File: src/rtl/sgmii_pkg.sv
// Shared definitions for the S/GMII rate adaptation blocks.
// Holds rate encodings, replication divisors, read-scheduler state
// encodings and symbol field positions. No ports.
package sgmii_pkg;

  localparam logic [1:0] RATE_10   = 2'b00;
  localparam logic [1:0] RATE_100  = 2'b01;
  localparam logic [1:0] RATE_1000 = 2'b10;

  // Replication factor per rate (cycles per symbol).
  localparam logic [6:0] DIV_10   = 7'd100;
  localparam logic [6:0] DIV_100  = 7'd10;
  localparam logic [6:0] DIV_1000 = 7'd1;

  localparam int SYM_W     = 9;
  localparam int VALID_BIT = 8;
  localparam int DATA_MSB  = 7;

  typedef enum logic [1:0] {
    FILL = 2'd0,
    RUN  = 2'd1,
    DROP = 2'd2
  } state_t;

  // Terminal divider count for a rate; 2'b11 is treated as 1000M.
  function automatic logic [6:0] div_last(input logic [1:0] r);
    logic [6:0] last;
    case (r)
      RATE_10:   last = DIV_10 - 7'd1;
      RATE_100:  last = DIV_100 - 7'd1;
      RATE_1000: last = DIV_1000 - 7'd1;
      default:   last = DIV_1000 - 7'd1;
    endcase
    return last;
  endfunction

endpackage

File: src/rtl/sgmii_rate_pop_if.sv
// Symbol path between the async FIFO read port and the transmit encoder.
// fifo_out/empty : show-ahead FIFO head word and empty flag
// pop            : advances the FIFO tail
// data_out       : symbol presented to the encoder
// data_stb       : 1 on cycles where data_out takes a new symbol
// master = rate scheduler, slave = FIFO + encoder side.
interface sgmii_rate_pop_if;
  import sgmii_pkg::*;

  logic [SYM_W-1:0] fifo_out;
  logic             empty;
  logic             pop;
  logic [SYM_W-1:0] data_out;
  logic             data_stb;

  modport master (input fifo_out, input empty, output pop, output data_out, output data_stb);
  modport slave  (output fifo_out, output empty, input pop, input data_out, input data_stb);
endinterface

File: src/rtl/sgmii_rate_div.sv
// Symbol-rate divider: counts 0..N-1 with N taken from the rate in force
// and flags tick on count 0.
// clk, rst_n : clock, async active-low reset
// rate_q     : rate in force (selects N = 1/10/100)
// clr        : synchronous restart of the count at 0
// tick       : 1 when the count is 0
module sgmii_rate_div
  import sgmii_pkg::*;
(
  input  logic       clk,
  input  logic       rst_n,
  input  logic [1:0] rate_q,
  input  logic       clr,
  output logic       tick
);

  logic [6:0] div;

  // Free-running modulo-N counter; >= guards against a count left over from a slower rate.
  always_ff @(posedge clk or negedge rst_n) begin
    if (!rst_n) begin
      div <= 7'd0;
    end else if (clr) begin
      div <= 7'd0;
    end else if (div >= div_last(rate_q)) begin
      div <= 7'd0;
    end else begin
      div <= div + 7'd1;
    end
  end

  assign tick = (div == 7'd0);

endmodule

File: src/rtl/sgmii_rate_pop.sv
// Read-side scheduler for the S/GMII cycle async FIFO. Pops one symbol per
// divider tick so each symbol is replicated 1/10/100 times, primes the FIFO
// before streaming and discards the tail of a frame that underran.
// clk, rst_n   : FIFO output clock, async active-low reset
// enable       : 0 forces FILL and idle output
// rate         : requested rate (00=10M, 01=100M, 1x=1000M)
// bus          : FIFO head/empty/pop and encoder data_out/data_stb
// rate_q       : rate in force
// underrun     : one-cycle pulse on mid-frame underrun
// underrun_cnt : saturating underrun count
module sgmii_rate_pop
  import sgmii_pkg::*;
#(
  parameter int PRIME_CNT = 4,
  parameter int UCNT_W    = 16
) (
  input  logic              clk,
  input  logic              rst_n,
  input  logic              enable,
  input  logic [1:0]        rate,
  sgmii_rate_pop_if.master  bus,
  output logic [1:0]        rate_q,
  output logic              underrun,
  output logic [UCNT_W-1:0] underrun_cnt
);

  localparam logic [3:0] PRIME_TGT = PRIME_CNT[3:0];

  state_t           state;
  state_t           nxt_state;
  logic [3:0]       prime;
  logic             last_valid;
  logic             tick;
  logic             pop_int;
  logic             load;
  logic [SYM_W-1:0] load_val;
  logic             under_hit;
  logic             run_start;
  logic             rate_ld;
  logic             rate_change;
  logic [SYM_W-1:0] out_sym;
  logic             out_stb;

  // A new rate is accepted only where no frame symbol is being emitted.
  assign rate_change = rate_ld && (rate != rate_q);

  sgmii_rate_div u_div (
    .clk    (clk),
    .rst_n  (rst_n),
    .rate_q (rate_q),
    .clr    (run_start | rate_change),
    .tick   (tick)
  );

  // Next-state, pop and symbol-load decisions.
  always_comb begin
    nxt_state = state;
    pop_int   = 1'b0;
    load      = 1'b0;
    load_val  = {SYM_W{1'b0}};
    under_hit = 1'b0;
    run_start = 1'b0;
    rate_ld   = 1'b0;
    case (state)
      FILL: begin
        rate_ld = 1'b1;
        load    = tick;
        if (enable && (prime == PRIME_TGT)) begin
          nxt_state = RUN;
          run_start = 1'b1;
        end else begin
          nxt_state = FILL;
        end
      end
      RUN: begin
        if (!enable) begin
          nxt_state = FILL;
          load      = tick;
        end else if (tick) begin
          load = 1'b1;
          if (!bus.empty) begin
            pop_int  = 1'b1;
            load_val = {bus.fifo_out[VALID_BIT], bus.fifo_out[DATA_MSB:0]};
          end else if (last_valid) begin
            under_hit = 1'b1;
            nxt_state = DROP;
          end else begin
            nxt_state = RUN;
          end
          rate_ld = ~load_val[VALID_BIT];
        end else begin
          nxt_state = RUN;
        end
      end
      DROP: begin
        load = tick;
        if (!enable) begin
          nxt_state = FILL;
        end else if (!bus.empty) begin
          // Discard in-frame words at full clock rate; the first idle word is kept.
          if (bus.fifo_out[VALID_BIT]) begin
            pop_int = 1'b1;
          end else begin
            nxt_state = FILL;
          end
        end else begin
          nxt_state = DROP;
        end
      end
      default: begin
        nxt_state = FILL;
        load      = tick;
      end
    endcase
  end

  // State, prime counter and frame-in-flight tracking.
  always_ff @(posedge clk or negedge rst_n) begin
    if (!rst_n) begin
      state      <= FILL;
      prime      <= 4'd0;
      last_valid <= 1'b0;
    end else begin
      state <= nxt_state;
      if ((state != FILL) || !enable || bus.empty) begin
        prime <= 4'd0;
      end else if (prime != PRIME_TGT) begin
        prime <= prime + 4'd1;
      end else begin
        prime <= prime;
      end
      if (pop_int && (state == RUN)) begin
        last_valid <= bus.fifo_out[VALID_BIT];
      end else if (nxt_state != RUN) begin
        last_valid <= 1'b0;
      end else begin
        last_valid <= last_valid;
      end
    end
  end

  // Registered symbol path, rate in force and underrun reporting.
  always_ff @(posedge clk or negedge rst_n) begin
    if (!rst_n) begin
      out_sym      <= {SYM_W{1'b0}};
      out_stb      <= 1'b0;
      underrun     <= 1'b0;
      underrun_cnt <= {UCNT_W{1'b0}};
      rate_q       <= RATE_1000;
    end else begin
      if (load) begin
        out_sym <= load_val;
      end
      out_stb  <= tick;
      underrun <= under_hit;
      if (under_hit && (underrun_cnt != {UCNT_W{1'b1}})) begin
        underrun_cnt <= underrun_cnt + UCNT_W'(1);
      end
      if (rate_ld) begin
        rate_q <= rate;
      end
    end
  end

  assign bus.pop      = pop_int;
  assign bus.data_out = out_sym;
  assign bus.data_stb = out_stb;

endmodule

File: src/flat_wrapper.sv
// flat-port wrapper written by rule: the top's interface ports become plain ports
module sgmii_rate_pop_flat import sgmii_pkg::*;
#(
  parameter int PRIME_CNT = 4,
  parameter int UCNT_W    = 16
)
  (clk, rst_n, enable, rate, rate_q, underrun, underrun_cnt, bus_fifo_out, bus_empty, bus_pop, bus_data_out, bus_data_stb);
  sgmii_rate_pop_if bus_i ();
  input  logic clk;
  input  logic rst_n;
  input  logic enable;
  input  logic [1:0] rate;
  output logic [1:0] rate_q;
  output logic underrun;
  output logic [UCNT_W-1:0] underrun_cnt;
  input wire logic [$bits(bus_i.fifo_out)-1:0] bus_fifo_out;
  input wire logic [$bits(bus_i.empty)-1:0] bus_empty;
  output wire logic [$bits(bus_i.pop)-1:0] bus_pop;
  output wire logic [$bits(bus_i.data_out)-1:0] bus_data_out;
  output wire logic [$bits(bus_i.data_stb)-1:0] bus_data_stb;
  assign bus_i.fifo_out = bus_fifo_out;
  assign bus_i.empty = bus_empty;
  assign bus_pop = bus_i.pop;
  assign bus_data_out = bus_i.data_out;
  assign bus_data_stb = bus_i.data_stb;
  sgmii_rate_pop #(.PRIME_CNT(PRIME_CNT), .UCNT_W(UCNT_W)) u_core (.clk(clk), .rst_n(rst_n), .enable(enable), .rate(rate), .bus(bus_i), .rate_q(rate_q), .underrun(underrun), .underrun_cnt(underrun_cnt));
endmodule
File: config.mk
export PLATFORM = sky130hd
export DESIGN_NAME = sgmii_rate_pop_flat
export DESIGN_NICKNAME = d
export VERILOG_FILES = /design/src/rtl/sgmii_pkg.sv /design/src/rtl/sgmii_rate_pop_if.sv /design/src/rtl/sgmii_rate_div.sv /design/src/rtl/sgmii_rate_pop.sv /design/src/flat_wrapper.sv
export SDC_FILE = /design/constraint.sdc
export NUM_CORES = 1
export LEC_CHECK = 0
export BUFFER_PORTS_ARGS = -buffer_cell sky130_fd_sc_hd__buf_2
export CORE_MARGIN = 2
export CORE_UTILIZATION = 57
export DETAILED_ROUTE_END_ITERATION = 8
export HOLD_SLACK_MARGIN = 0.06
export MAX_ROUTING_LAYER = met4
export PLACE_DENSITY = 0.82
export SETUP_SLACK_MARGIN = 0.05
export SYNTH_ARGS = -nofsm -noshare
export SYNTH_HDL_FRONTEND = slang
export SYNTH_SLANG_ARGS = --single-unit
File: constraint.sdc
create_clock -name clk -period 5.45 [get_ports clk]
set_input_delay 0.545 -clock clk [delete_from_list [all_inputs] [get_ports clk]]
set_output_delay 0.545 -clock clk [all_outputs]
set_load 0.1 [all_outputs]
==> impl_metrics.ini, run 1 <==
[outcome]
status = finished clean

[floorplanning]
start_util_pct = 60.3
die_h_um = 66.9
die_w_um = 66.9
die-area_sq_um = 4480
fp-row-count = 22
num_io_pins = 45
fp.coreArea_sq_um = 3740

[clocking]
holdBufCountCts = 0
cts_made_buffers = 5
cts_tree = yes
cts_setup_buffers = 0
cts_buffer_depth = 2
clock_sinks = 43
cts_root_buf = clkbuf_8
clk_latency_ns = 0.30
htree_levels = 2
path_clk_slew_ns = 0.08
ctsResizeCount = 0

[yosys]
synth_area_leaders = dfrtp_1 47%, ha_1 7.8%, xor2_1 4.3%, a22o_1 3.9%, xnor2_1 3.9%
synth_cell_types = 39
synth_cells = 210
synth_ff_type = dfrtp_1
ys_warn_count = 0
synth_fp_nets = 239
syn_area_sq_um = 2260
async_flop_share_pct = 100
synth_top_area_cell = dfrtp_1
syn_area_per_cell_sq_um = 10.8
ys_ff_latch = 43
synthTopCellsByCount = 42 x dfrtp_1, 23 x nor2_1, 18 x nand2_1, 14 x ha_1
synth_edf_count = 0
synth_top_area_share_pct = 46.5
synth.most_common_cell = dfrtp_1
ys_seq_area_share_pct = 47.7

[critical_path]
crit_type = flip-flop to output port
critPathArrivalTime_ns = 1.98
r2r_cells = 7
start_kind = flip-flop
crit_family = simple AND/OR/NAND/NOR gates
crit_slowest_cell = dfrtp_1
setup.worst_path.end_class = output port
max_stage_delay_ns = 0.47
cp.required_ns = 4.91
crit_chain = nor4_4 > nand3_1 > a21oi_1 > buf_2
crit_fanout = 6
crit_buf_inv = 1
worstSetupPathDepth = 4

[timing]
fin_crit_sh_pct = 46.4
finalHoldViolCount = 0
period_minus_slack_ns = 2.53
finalMaxSlewViolations = 0
setup_viol = 0
tightest_slew_ns = 0.936
max_freq_mhz = 396
slew_headroom_pct = 37.6
rsz0062_at_grt = false
skew_ns = 0.0126
tns_ns = 0

[routing]
drc_errors = 0
drt-vias-per-instance = 5.66
drt-pass1-iter-count = 4
drt_iter0_drc = 139
vias = 1750
wirelength_um = 4500
ant_nets = 0
avgRoutedWirePerCell_um = 14.6

[power]
clkPwrFrac_pct = 33.4
switching_share_pct = 25.9
p_per_area_nw_per_um2 = 223
ir_worst_vdd_v = 0.000157
pwr-share-seq_pct = 56.0
internal_power_mw = 0.432
power_frac_comb_pct = 10.6
leakage_nw = 1.33
switchingPower_mw = 0.151

[worst_hold_path]
hold_path.class = input port to async pin

[global_route]
grt_pass1_wl_um = 7550
grt_pass1_vias = 1665
grt_max_degree = 44
track_usage_pct = 23.2
antenna_found_initial = 0
grt-ovfl-total = 0

[placement]
gp_congestion = 0.914
dp_hpwl_um = 3370
port_buffers = 44
dp.cells = 301

[flow_run]
max-cap-violations = 0

[layout]
n_antenna_cell = 0
layout.cells.non_filler = 309
layout-drive-gt1-share_pct = 24.5
area_growth_pct = 15.8
nFillCells = 299
final_nets = 289
==> power groups by stage <==
stage                     Clock, mW  Combinational [mW]  Sequential (mW)
after floorplan                   0              0.0275            0.347
after global placement            0              0.0606            0.333
after detailed placement          0              0.0631            0.333
after CTS                     0.200              0.0631            0.327
after global routing          0.215              0.0688            0.327
final                         0.195              0.0621            0.327
==> sequential cells by signal, summed over array words and instances, names as in the netlist <==
name,count
u_core.underrun_cnt,16
u_core.bus.data_out,9
u_core.u_div.div,7
u_core.prime,4
u_core.rate_q,2
u_core.state,2
u_core.bus.data_stb,1
u_core.last_valid,1
u_core.underrun,1
==> cell type report <==
type / instances / area (sq um) / share of cell area (%)
Clock buffer: 7 / 76.3 / 2.92
Sequential cell: 43 / 1080 / 41.2
Multi-Input combinational cell: 157 / 1140 / 43.7
Tap cell: 48 / 60.1 / 2.30
Inverter: 9 / 33.8 / 1.29
Clock inverter: 1 / 5.00 / 0.191
Timing Repair Buffer: 44 / 220 / 8.42
==> layer usage <==
metal	vias to the layer above	track usage, %	routed length (um)
li1	845	-	-
met1	854	28.8	1930
met2	45	37.8	2300
met3	6	5.57	205
met4	0	6.89	57
met5	-	-	0
==> stage by stage <==
| step | hold WS [ns] | cell area, sq um | power (mW) | setup WS [ns] | utilization [%] |
|---|---|---|---|---|---|
| final | 0.380 | 2620 | 0.583 | 2.92 | 69.9 |
| after global routing | 0.450 | 2620 | 0.611 | 2.83 | 69.9 |
| after CTS | 0.415 | 2620 | 0.590 | 2.91 | 69.9 |
| after detailed placement | 0.489 | 2530 | 0.396 | 3.15 | 67.7 |
| after global placement | 0.484 | 2530 | 0.393 | 3.23 | 67.7 |
| after floorplan | 0.249 | 2260 | 0.374 | 2.46 | - |
==> worst paths after layout <==
check	startpoint	slack [ns]	end
min in group clk	bus_fifo_out[0]	0.46	u_core.bus.data_out[0]
max reg2reg	u_core.rate_q[1]	3.10	u_core.u_div.div[3]
min reg2reg	u_core.bus.data_out[1]	0.50	u_core.bus.data_out[1]
max	u_core.u_div.div[2]	2.92	bus_pop
max in group asynchronous	rst_n	4.48	u_core.underrun_cnt[11]
min	rst_n	0.38	u_core.underrun_cnt[4]
==> cell families after synthesis <==
kind of cell             synth area share [%]
AO/OA/AOI/OAI                            11.2
XOR/XNOR                                 8.14
adder cells (fa/ha/maj)                  7.76
flip-flops                               47.7
AND/OR/NAND/NOR                          21.1
multiplexers                             2.49
buffers and inverters                    1.66
==> layout by cell type (no fill, tap or decap), types with 2 or more instances in the layout <==
cell	count
buf_2	44
dfrtp_1	42
nor2_1	23
nand2_1	18
ha_1	14
nand3_1	11
xor2_1	11
xnor2_1	10
a22o_1	10
inv_1	9
a21oi_1	7
nor4_1	6
nand2b_1	5
nand4_1	5
clkbuf_8	5
o21ai_0	4
mux2_2	4
and3_1	3
nor2b_1	2
a41oi_1	2
and2_1	2
nor3_1	2
and4_1	2
clkbuf_1	2
Note: power is estimated with default switching activity, not from simulation.
==> run 2, diff against run 1 <==
CORE_UTILIZATION = 54   (was 57)
PLACE_DENSITY = 0.78   (was 0.82)
clock period = 2.4 ns   (was 5.45 ns; I/O delays follow)
==> impl_metrics.ini, run 2 (same netlist as run 1, synthesis figures left out) <==
[placement]
placed_cell_area_sq_um = 2580
port_buffers = 44
dp_hpwl_um = 3430
gp_congestion = 0.858

[timing]
tns_ns = 0
slew_headroom_pct = 59.4
setup_viol = 0
period_minus_slack_ns = 2.27
finalMaxSlewViolations = 0
tightest_slew_ns = 0.608
finalHoldViolCount = 0
skew_ns = 0.00618
rsz0062_at_grt = true
max_freq_mhz = 441
fin_crit_sh_pct = 94.4

[layout]
largest_reg_flops = 16
area_growth_pct = 20.9
n_antenna_cell = 0
final_nets = 295
final_cell_mix = 43 x buf_2, 41 x dfrtp_1, 23 x nor2_1
final_common_cell = buf_2
layout-drive-gt1-share_pct = 28.8
largest-register = u_core.underrun_cnt
fin_area_sq_um = 2730

[global_route]
grt_pass1_wl_um = 7580
grt_pass1_vias = 1695
grt-ovfl-total = 0
antenna_found_initial = 0
grt_max_degree = 28
track_usage_pct = 22.6

[clocking]
clk_latency_ns = 0.29
cts_root_buf = clkbuf_8
cts_tree = yes
clock_sinks = 43
htree_levels = 2
cts_buffer_depth = 2
cts_made_buffers = 5
path_clk_slew_ns = 0.08

[routing]
avgRoutedWirePerCell_um = 14.7
ant_nets = 0
vias = 1771
drc_errors = 0
drt-pass1-iter-count = 4
drt_iter0_drc = 144
drt-vias-per-instance = 5.59
wirelength_um = 4650

[floorplanning]
die_h_um = 68.7
fp.coreArea_sq_um = 4000
fp-row-count = 23
die_w_um = 68.7
die-area_sq_um = 4720
num_io_pins = 45
start_util_pct = 56.5

[critical_path]
crit_fanout = 7
crit_type = flip-flop to flip-flop
start_kind = flip-flop
setup.worst_path.end_class = flip-flop
crit_slowest_cell = dfstp_4
crit_chain = inv_4 > ha_4 > nand2b_4 > a211o_1 > a2111oi_4 > o22ai_4 > nor4b_2
cp.required_ns = 2.60
critPathArrivalTime_ns = 2.47
max_stage_delay_ns = 0.66
r2r_cells = 7

[worst_hold_path]
min_path_cells = 2
hold_path.class = input port to flip-flop

[power]
ir_worst_vdd_v = 0.000366
p_per_area_nw_per_um2 = 492
leakage_nw = 1.36

[outcome]
status = finished clean

[flow_run]
max-cap-violations = 0
[run 2: cell type report]
| type | count | area [sq um] |
|---|---|---|
| Fill cell | 325 | 1270 |
| Multi-Input combinational cell | 157 | 1200 |
| Sequential cell | 43 | 1080 |
| Timing Repair Buffer | 50 | 270 |
| Clock buffer | 7 | 76.3 |
| Tap cell | 50 | 62.6 |
| Inverter | 9 | 36.3 |
| Clock inverter | 1 | 5.00 |
[run 2: final timing paths]
| kind | from | endpoint | slack, ns |
|---|---|---|---|
| max in group asynchronous | rst_n | u_core.bus.data_out[5] | 1.23 |
| min reg2reg | u_core.bus.data_out[8] | u_core.bus.data_out[8] | 0.50 |
| max | u_core.rate_q[1] | u_core.u_div.div[1] | 0.13 |
| min in group asynchronous | rst_n | u_core.underrun_cnt[2] | 0.51 |
| min | bus_fifo_out[1] | u_core.bus.data_out[1] | 0.16 |
| max reg2reg | u_core.rate_q[1] | u_core.u_div.div[1] | 0.13 |
[run 2: critical path, delay by kind of cell (launching register included)]
kind,cells,cell delay (ns)
AO/OA/AOI/OAI,3,0.87
flip-flops,1,0.66
AND/OR/NAND/NOR,2,0.41
adder cells (fa/ha/maj),1,0.20
buffers and inverters,1,0.04
[run 2: metal layers]
| metal | GRT usage (%) | share of wire [%] | up-vias |
|---|---|---|---|
| met4 | 7.75 | 1.1 | 0 |
| met3 | 5.19 | 4.4 | 5 |
| met2 | 37.1 | 53 | 39 |
| met1 | 27.5 | 42 | 869 |
| li1 | - | - | 858 |
| met5 | - | 0 | - |
[run 2: metrics by stage]
step                      worst slack, ns  instances  util [%]  total power [mW]  hold slack [ns]
final                               0.135        317      68.3              1.34            0.161
after global placement              0.203        307      64.5             0.900            0.271
after detailed placement           0.0693        307      64.5             0.905            0.284
after floorplan                    0.0706        210         -             0.853          -0.0556
after CTS                          0.0559        316      66.8              1.34            0.154
after global routing               0.0369        317      68.3              1.40            0.151
[run 2: timing repair]
| item | 4_1_cts | 5_1_grt |
|---|---|---|
| buffers inserted | 0 | 1 |
| setup endpoints to repair | 0 | 8 |
| hold buffers | 1 | 0 |
| hold endpoints to repair | 25 | 0 |
| resized for setup | 0 | 8 |
[run 2: power by group]
part	internal (mW)	switching, mW	total [mW]	leakage [nW]
Combinational	0.0567	0.105	0.162	0.740
Clock	0.204	0.233	0.437	0.0422
Sequential	0.735	0.00891	0.743	0.578
Total	0.995	0.347	1.34	1.36
